`src/rtl/ifetch.sv`:
```
// Instruction fetch unit.
// Owns the program counter, fetches instruction words over a
// request/ready handshake and presents each word with a one-cycle
// load strobe for the instruction register. PC redirects (relative
// branch, absolute jump) are taken only while idle.
//
// Handshake: imem_req_out is raised the cycle after a fetch is
// accepted and stays high, with imem_addr_out stable, until the first
// rising edge at which imem_ready_in is sampled high (that edge
// completes the transfer and captures imem_rdata_in) or until the
// wait budget runs out (the request is then withdrawn without a
// transfer). Ready is honoured on the very first request cycle.
module ifetch #(
  parameter logic [15:0] RESET_PC = 16'h0000,
  parameter int unsigned MAX_WAIT = 255
) (
  input  logic        clk,
  input  logic        rst,
  input  logic        fetch_in,
  input  logic        branch_in,
  input  logic [15:0] ia_in,
  input  logic        jump_in,
  input  logic [15:0] jaddr_in,
  input  logic [15:0] imem_rdata_in,
  input  logic        imem_ready_in,
  output logic        imem_req_out,
  output logic [15:0] imem_addr_out,
  output logic [15:0] ins_out,
  output logic        il_out,
  output logic [15:0] pc_out,
  output logic        busy_out,
  output logic        err_out,
  output logic [1:0]  state_dbg
);

  typedef enum logic [1:0] {
    IDLE = 2'd0,
    REQ  = 2'd1,
    LOAD = 2'd2
  } state_t;

  // Wait count at which one more unanswered request cycle aborts.
  localparam logic [15:0] WAIT_LAST = 16'(MAX_WAIT - 1);

  state_t      state;
  state_t      state_nx;
  logic [15:0] pc;
  logic [15:0] pc_nx;
  logic [15:0] pc_tgt;
  logic [15:0] ins;
  logic [15:0] ins_nx;
  logic [15:0] wait_cnt;
  logic [15:0] wait_nx;
  logic        req;
  logic        req_nx;
  logic        il;
  logic        il_nx;
  logic        busy;
  logic        busy_nx;
  logic        err;
  logic        err_nx;

  // Redirect target seen from IDLE: jump beats branch, branch wraps mod 2^16.
  always_comb begin
    pc_tgt = pc;
    if (jump_in) begin
      pc_tgt = jaddr_in;
    end else if (branch_in) begin
      pc_tgt = pc + ia_in;
    end
  end

  // Next-state and next-output logic for the fetch sequencer.
  always_comb begin
    state_nx = state;
    pc_nx    = pc;
    ins_nx   = ins;
    wait_nx  = wait_cnt;
    req_nx   = req;
    err_nx   = err;
    unique case (state)
      IDLE: begin
        // A redirect and a fetch together fetch from the new target,
        // because the address register is loaded with pc_tgt.
        pc_nx   = pc_tgt;
        wait_nx = '0;
        if (fetch_in) begin
          state_nx = REQ;
          req_nx   = 1'b1;
        end else begin
          req_nx   = 1'b0;
        end
      end
      REQ: begin
        if (imem_ready_in) begin
          ins_nx   = imem_rdata_in;
          pc_nx    = pc + 16'd1;
          req_nx   = 1'b0;
          wait_nx  = '0;
          state_nx = LOAD;
        end else if (wait_cnt == WAIT_LAST) begin
          // Budget exhausted: give up, keep PC and instruction word.
          err_nx   = 1'b1;
          req_nx   = 1'b0;
          wait_nx  = '0;
          state_nx = IDLE;
        end else begin
          wait_nx  = wait_cnt + 16'd1;
        end
      end
      LOAD: begin
        req_nx   = 1'b0;
        state_nx = IDLE;
      end
      default: begin
        req_nx   = 1'b0;
        wait_nx  = '0;
        state_nx = IDLE;
      end
    endcase
    // Strobe and busy are registered images of the state being entered.
    il_nx   = (state_nx == LOAD);
    busy_nx = (state_nx != IDLE);
  end

  // State, datapath and registered outputs.
  always_ff @(posedge clk or posedge rst) begin
    if (rst) begin
      state    <= IDLE;
      pc       <= RESET_PC;
      ins      <= '0;
      wait_cnt <= '0;
      req      <= 1'b0;
      il       <= 1'b0;
      busy     <= 1'b0;
      err      <= 1'b0;
    end else begin
      state    <= state_nx;
      pc       <= pc_nx;
      ins      <= ins_nx;
      wait_cnt <= wait_nx;
      req      <= req_nx;
      il       <= il_nx;
      busy     <= busy_nx;
      err      <= err_nx;
    end
  end

  // The memory address is the PC itself, so the two can never disagree.
  assign imem_req_out  = req;
  assign imem_addr_out = pc;
  assign pc_out        = pc;
  assign ins_out       = ins;
  assign il_out        = il;
  assign busy_out      = busy;
  assign err_out       = err;
  assign state_dbg     = state;

endmodule
```
`config.mk`:
```
export PLATFORM = sky130hd
export DESIGN_NAME = ifetch
export DESIGN_NICKNAME = d
export VERILOG_FILES = /design/src/rtl/ifetch.sv
export SDC_FILE = /design/constraint.sdc
export NUM_CORES = 1
export LEC_CHECK = 0
export BUFFER_PORTS_ARGS = -buffer_cell sky130_fd_sc_hd__buf_4
export CAP_MARGIN = 20
export CORE_AREA = 10 10 80 109
export DETAILED_ROUTE_END_ITERATION = 7
export DIE_AREA = 0 0 90 119
export HOLD_SLACK_MARGIN = 0.12
export PLACE_DENSITY = 0.83
export REMOVE_ABC_BUFFERS = 1
export SLEW_MARGIN = 20
export SYNTH_ARGS = -nofsm -noshare
export SYNTH_HDL_FRONTEND = slang
export SYNTH_SLANG_ARGS = --single-unit
```
`constraint.sdc`:
```
create_clock -name clk -period 4.35 [get_ports clk]
set_clock_uncertainty 0.2 [all_clocks]
set_input_delay 0.2175 -clock clk [delete_from_list [all_inputs] [get_ports clk]]
set_output_delay 0.2175 -clock clk [all_outputs]
set_load 0.02 [all_outputs]
```
* Yosys cells after proc, flatten, opt, wreduce, memory -nomap -nowiden *
Index checks and enable logic that the tools add are counted.

word-level totals
  bits in registers = 54
  bits of input ports = 54
  output and inout port bits = 54
  word-level logic and storage cells = 40

cells by class
  add/subtract/negate cells = 3
  equality and inequality tests = 7
  mux-type cells = 15
  bitwise logic cells = 1
  reductions and logical operators = 6

operator list
  kind                                             number
  two-way mux 16 bit                               5
  one-hot mux 16 bit (2 select lines)              2
  adder 16 x 1 -> 16 bit (second input constant)   2
  adder 16 bit                                     1
  == test 16 x 8 -> 1 bit (second input constant)  1
  two-way mux 2 bit                                3
  inequality test 3 bit (second input constant)    2
  AND reduction 3 bit                              2
  == test 2 bit (second input constant)            2
  one-hot mux 2 bit (2 select lines)               1
  nonzero test 2 bit                               2
  two-way mux 1 bit                                3
  == test 2 x 1 -> 1 bit (second input constant)   1
  logical NOT 2 bit                                1
  inequality test 2 bit (second input constant)    1
  one-hot mux 1 bit (2 select lines)               1
  AND reduction 2 bit                              1
  NOT 1 bit                                        1

* Logic depth before layout (Yosys ltp) *
  word-level depth = 5
  gate-level depth with buffers = 9
  depth with buffers taken out = 8

* Worst setup path after synthesis *
OpenSTA, ideal clock, no wires.

  kind = register to register
  start = register pc[0], in the netlist imem_addr_out[0]
  end = register pc[14], in the netlist imem_addr_out[14]
  library setup time = 0.140 ns
  arrival time = 2.215 ns
  required time = 4.010 ns
  slack = 1.795 ns
  stages on the path, launching flop included = 9
  buffers on the path = 0
  period minus slack after synthesis = 2.555 ns
  cells stage by stage = dfrtp_1 > ha_1 > fa_1 > a211oi_1 > nor2_1 > o31ai_1 > a21oi_1 > xnor2_1 > o221ai_1

on the way
  longest elaborated chain between the ends = 4
  elaborated cells between the ends (all ways) = 6
  those cells by class = 2 x add/sub; 4 x mux

ends and longest elaborated chain
  what                                     RTL line  RTL
  start: declaration                       47        logic [15:0] pc;
  start signal: assignment                 139       pc <= pc_nx;
  adder 16 bit                             69        pc_tgt = pc + ia_in;
  two-way mux 16 bit                       68        end else if (branch_in) begin
  two-way mux 16 bit                       66        if (jump_in) begin
  one-hot mux 16 bit (2 select lines) (*)  81        unique case (state)

Every way passes the cells marked *; elsewhere a longest branch is shown, timed or not. The select of a mux whose other input is x is not followed.
A chain may end at the register's enable or synchronous reset.

* Final worst setup path *
Ends and elaborated chain as after synthesis.

==> flow_summary.json <==
{
  "run_status": "finished, final reports clean",
  "nNetsFinal": 605,
  "fillers": 523,
  "std_cell_rows": 36,
  "hold_violations": 0,
  "cts_tree": "yes",
  "max_freq_ghz": 0.348,
  "period_share_pct": 66.1,
  "area_growth_pct": 32.3,
  "first_iter_violations": 234,
  "ant_nets": 0,
  "grt_pass1_vias": 3686,
  "clockPowerShare_pct": 11.2,
  "rsz0062_at_grt": "false",
  "placedInstanceArea_um2": 4450,
  "cp-end-kind": "register",
  "place.gp.congestion": 0.960,
  "diodes": 0,
  "cts_max_level": 2,
  "grt_antenna_before_repair": 0,
  "cp-start-kind": "register",
  "yosysUniqueCellTypes": 57,
  "core_area_um2": 6800,
  "grt_usage_pct": 20.1,
  "stdcell_area_um2": 4890,
  "grt_first_pass_wirelength_mm": 18.3,
  "dpl.hpwl_mm": 8.09,
  "maxSlewHeadroom_pct": 46.7,
  "synth_top_cell_area_share_pct": 36.6,
  "p_int_mw": 1.66,
  "clk_pin_slew_worst_paths_ns": 0.11,
  "layout_min_cycle_time_ns": 2.87,
  "routedWlPerCell_um": 17.4,
  "tightest_slew_ns": 0.799,
  "yosysTopAreaCell": "dfrtp_1",
  "dieArea_um2": 10700,
  "hold_class": "in2reg",
  "start_util_pct": 54.3,
  "synth.most_common_cell": "dfrtp_1",
  "drc_errors": 0,
  "setup_viol": 0,
  "io-pin-count": 108,
  "drive_gt1_share_pct": 27.8,
  "avgSynthCellArea_um2": 8.92,
  "synthTopCellsByArea": "dfrtp_1, ha_1, mux2_2, nor2_1, a21oi_1",
  "synth_seq_area_share_pct": 36.6,
  "synthTopCellsByCount": "dfrtp_1, nor2_1, nand2_1, a21oi_1, o21ai_0",
  "slew_viol_final": 0,
  "clock_latency_ns": 0.30,
  "worst-endpoint-arrival_ns": 2.86,
  "die_y_um": 119,
  "ys_warn_count": 0,
  "swShare_pct": 47.0,
  "seqPwrFrac_pct": 28.5,
  "via_per_inst": 5.76,
  "power_mw": 3.14,
  "vias": 3616,
  "synth_edf_count": 0,
  "drv_cap": 0,
  "peakVddDrop_v": 0.000428,
  "first_pass_iters": 4,
  "crit_required_ns": 4.33,
  "p_leak_nw": 2.19,
  "critPathKind": "reg2reg",
  "async_reset_ff_share_pct": 100,
  "gr-total-overflow": 0,
  "postCtsSetupRepairBufs": 0,
  "ys_ff_latch": 54,
  "tns_ns": 0,
  "cp_max_fo": 8,
  "cts_resized": 0,
  "syn_inst": 414,
  "multiInputGateArea_um2": 2110,
  "cts_root_buf": "clkbuf_8",
  "cts_hold_buf": 32,
  "drt_wl_total_mm": 10.9,
  "io_buffers": 107,
  "clock_sinks": 54,
  "grt_max_degree": 55,
  "ys.flop_type": "dfrtp_1",
  "powerDensity_nw_per_um2": 643,
  "p_sw_mw": 1.48,
  "clk_path_buf_depth": 2,
  "fp.dieW_um": 90,
  "combPwrFrac_pct": 60.2,
  "seqCellArea_um2": 1350,
  "synth_area_um2": 3690,
  "cts_buffers": 5
}
==> placed cells by master, fill, tap and decap left out, types with 3 or more instances in the layout <==
master / count
a21o_1: 5
and3_1: 7
clkbuf_8: 5
o31ai_1: 4
nand3_1: 12
o211ai_1: 3
or3_1: 6
o21ai_0: 26
dfrtp_1: 54
inv_1: 11
nand2b_1: 3
a21oi_2: 3
xor2_1: 8
a211oi_1: 7
nor4_1: 4
dlygate4sd3_1: 32
nor2b_1: 5
nand4b_1: 3
a31oi_1: 10
a41oi_1: 3
o221ai_1: 3
buf_4: 110
nand2_1: 29
a21oi_1: 28
mux2i_1: 4
nand4_1: 6
nand3_2: 3
xnor2_1: 9
o22ai_1: 3
ha_1: 18
mux2_2: 16
nor2_1: 44
nor3_1: 13
==> critical path, stage by stage (launching register included) <==
cell and delay (ns):
dfrtp_1 0.48, ha_1 0.27, fa_1 0.44, a211oi_1 0.40, nor2_1 0.11, o31ai_1 0.42, a21oi_1 0.14, xnor2_1 0.16
o221ai_1 0.12
==> cell families after synthesis <==
family	after synthesis	synth area share [%]
xor gates and xnor gates	17	4.03
adders and majority gates	19	6.64
and+or+nand+nor	148	20.6
AOI/OAI and AO/OA	113	19.8
muxes	20	5.96
DFF	54	36.6
buffers and inverters	43	6.40
==> cell type report <==
| cell class | instances | area share (%) |
|---|---|---|
| inverter | 12 | 0.922 |
| multi-input combinational | 317 | 43.1 |
| sequential | 54 | 27.7 |
| clock inverter | 3 | 0.973 |
| timing repair buffer | 142 | 23.5 |
| tap | 95 | 2.43 |
| clock buffer | 5 | 1.41 |
==> path summary, 6_finish.rpt <==
| check | start | end | slack [ns] | cells past startpoint |
|---|---|---|---|---|
| setup / recovery | imem_addr_out[0] | imem_addr_out[14] | 1.48 | 8 |
| hold / removal | jaddr_in[1] | imem_addr_out[1] | 0.13 | 5 |
| setup reg to reg | imem_addr_out[0] | imem_addr_out[14] | 1.48 | 8 |
| hold reg to reg | err_out | err_out | 0.28 | 1 |
| max in group asynchronous | rst | wait_cnt[9] | 2.98 | 4 |
| min in group asynchronous | rst | ins_out[2] | 0.50 | 4 |
==> power by group through the flow <==
stage	combinational (mW)	clock (mW)	sequential (mW)
2_1_floorplan	0.898	0	1.15
3_3_place_gp	1.83	0	0.884
3_5_place_dp	1.85	0	0.899
4_1_cts	1.89	0.362	0.889
5_1_grt	2.06	0.385	0.928
6_report	1.89	0.353	0.896
==> flip-flops by register name, summed over array words and instances, names as in the netlist <==
| register | flops |
|---|---|
| imem_addr_out | 16 |
| ins_out | 16 |
| err_out | 1 |
| busy_out | 1 |
| imem_req_out | 1 |
| il_out | 1 |
| state_dbg | 2 |
| wait_cnt | 16 |
==> layer usage <==
layer	up-vias	part of all wire [%]	GRT usage [%]
li1	1735	-	-
met1	1729	38	22.3
met2	133	54	37.4
met3	19	5.7	4.02
met4	0	2.3	6.49
met5	-	0	0
==> stage by stage <==
| stage | utilization (%) | worst slack, ns | hold slack (ns) | instances |
|---|---|---|---|---|
| after global routing | 71.8 | 1.26 | 0.174 | 628 |
| final | 71.8 | 1.48 | 0.135 | 628 |
| after floorplan | - | 1.70 | 0.164 | 383 |
| after global placement | 65.4 | 1.61 | 0.247 | 588 |
| after CTS | 71.8 | 1.51 | 0.141 | 628 |
| after detailed placement | 65.4 | 1.55 | 0.254 | 588 |
Note: power is estimated with default switching activity, not from simulation.
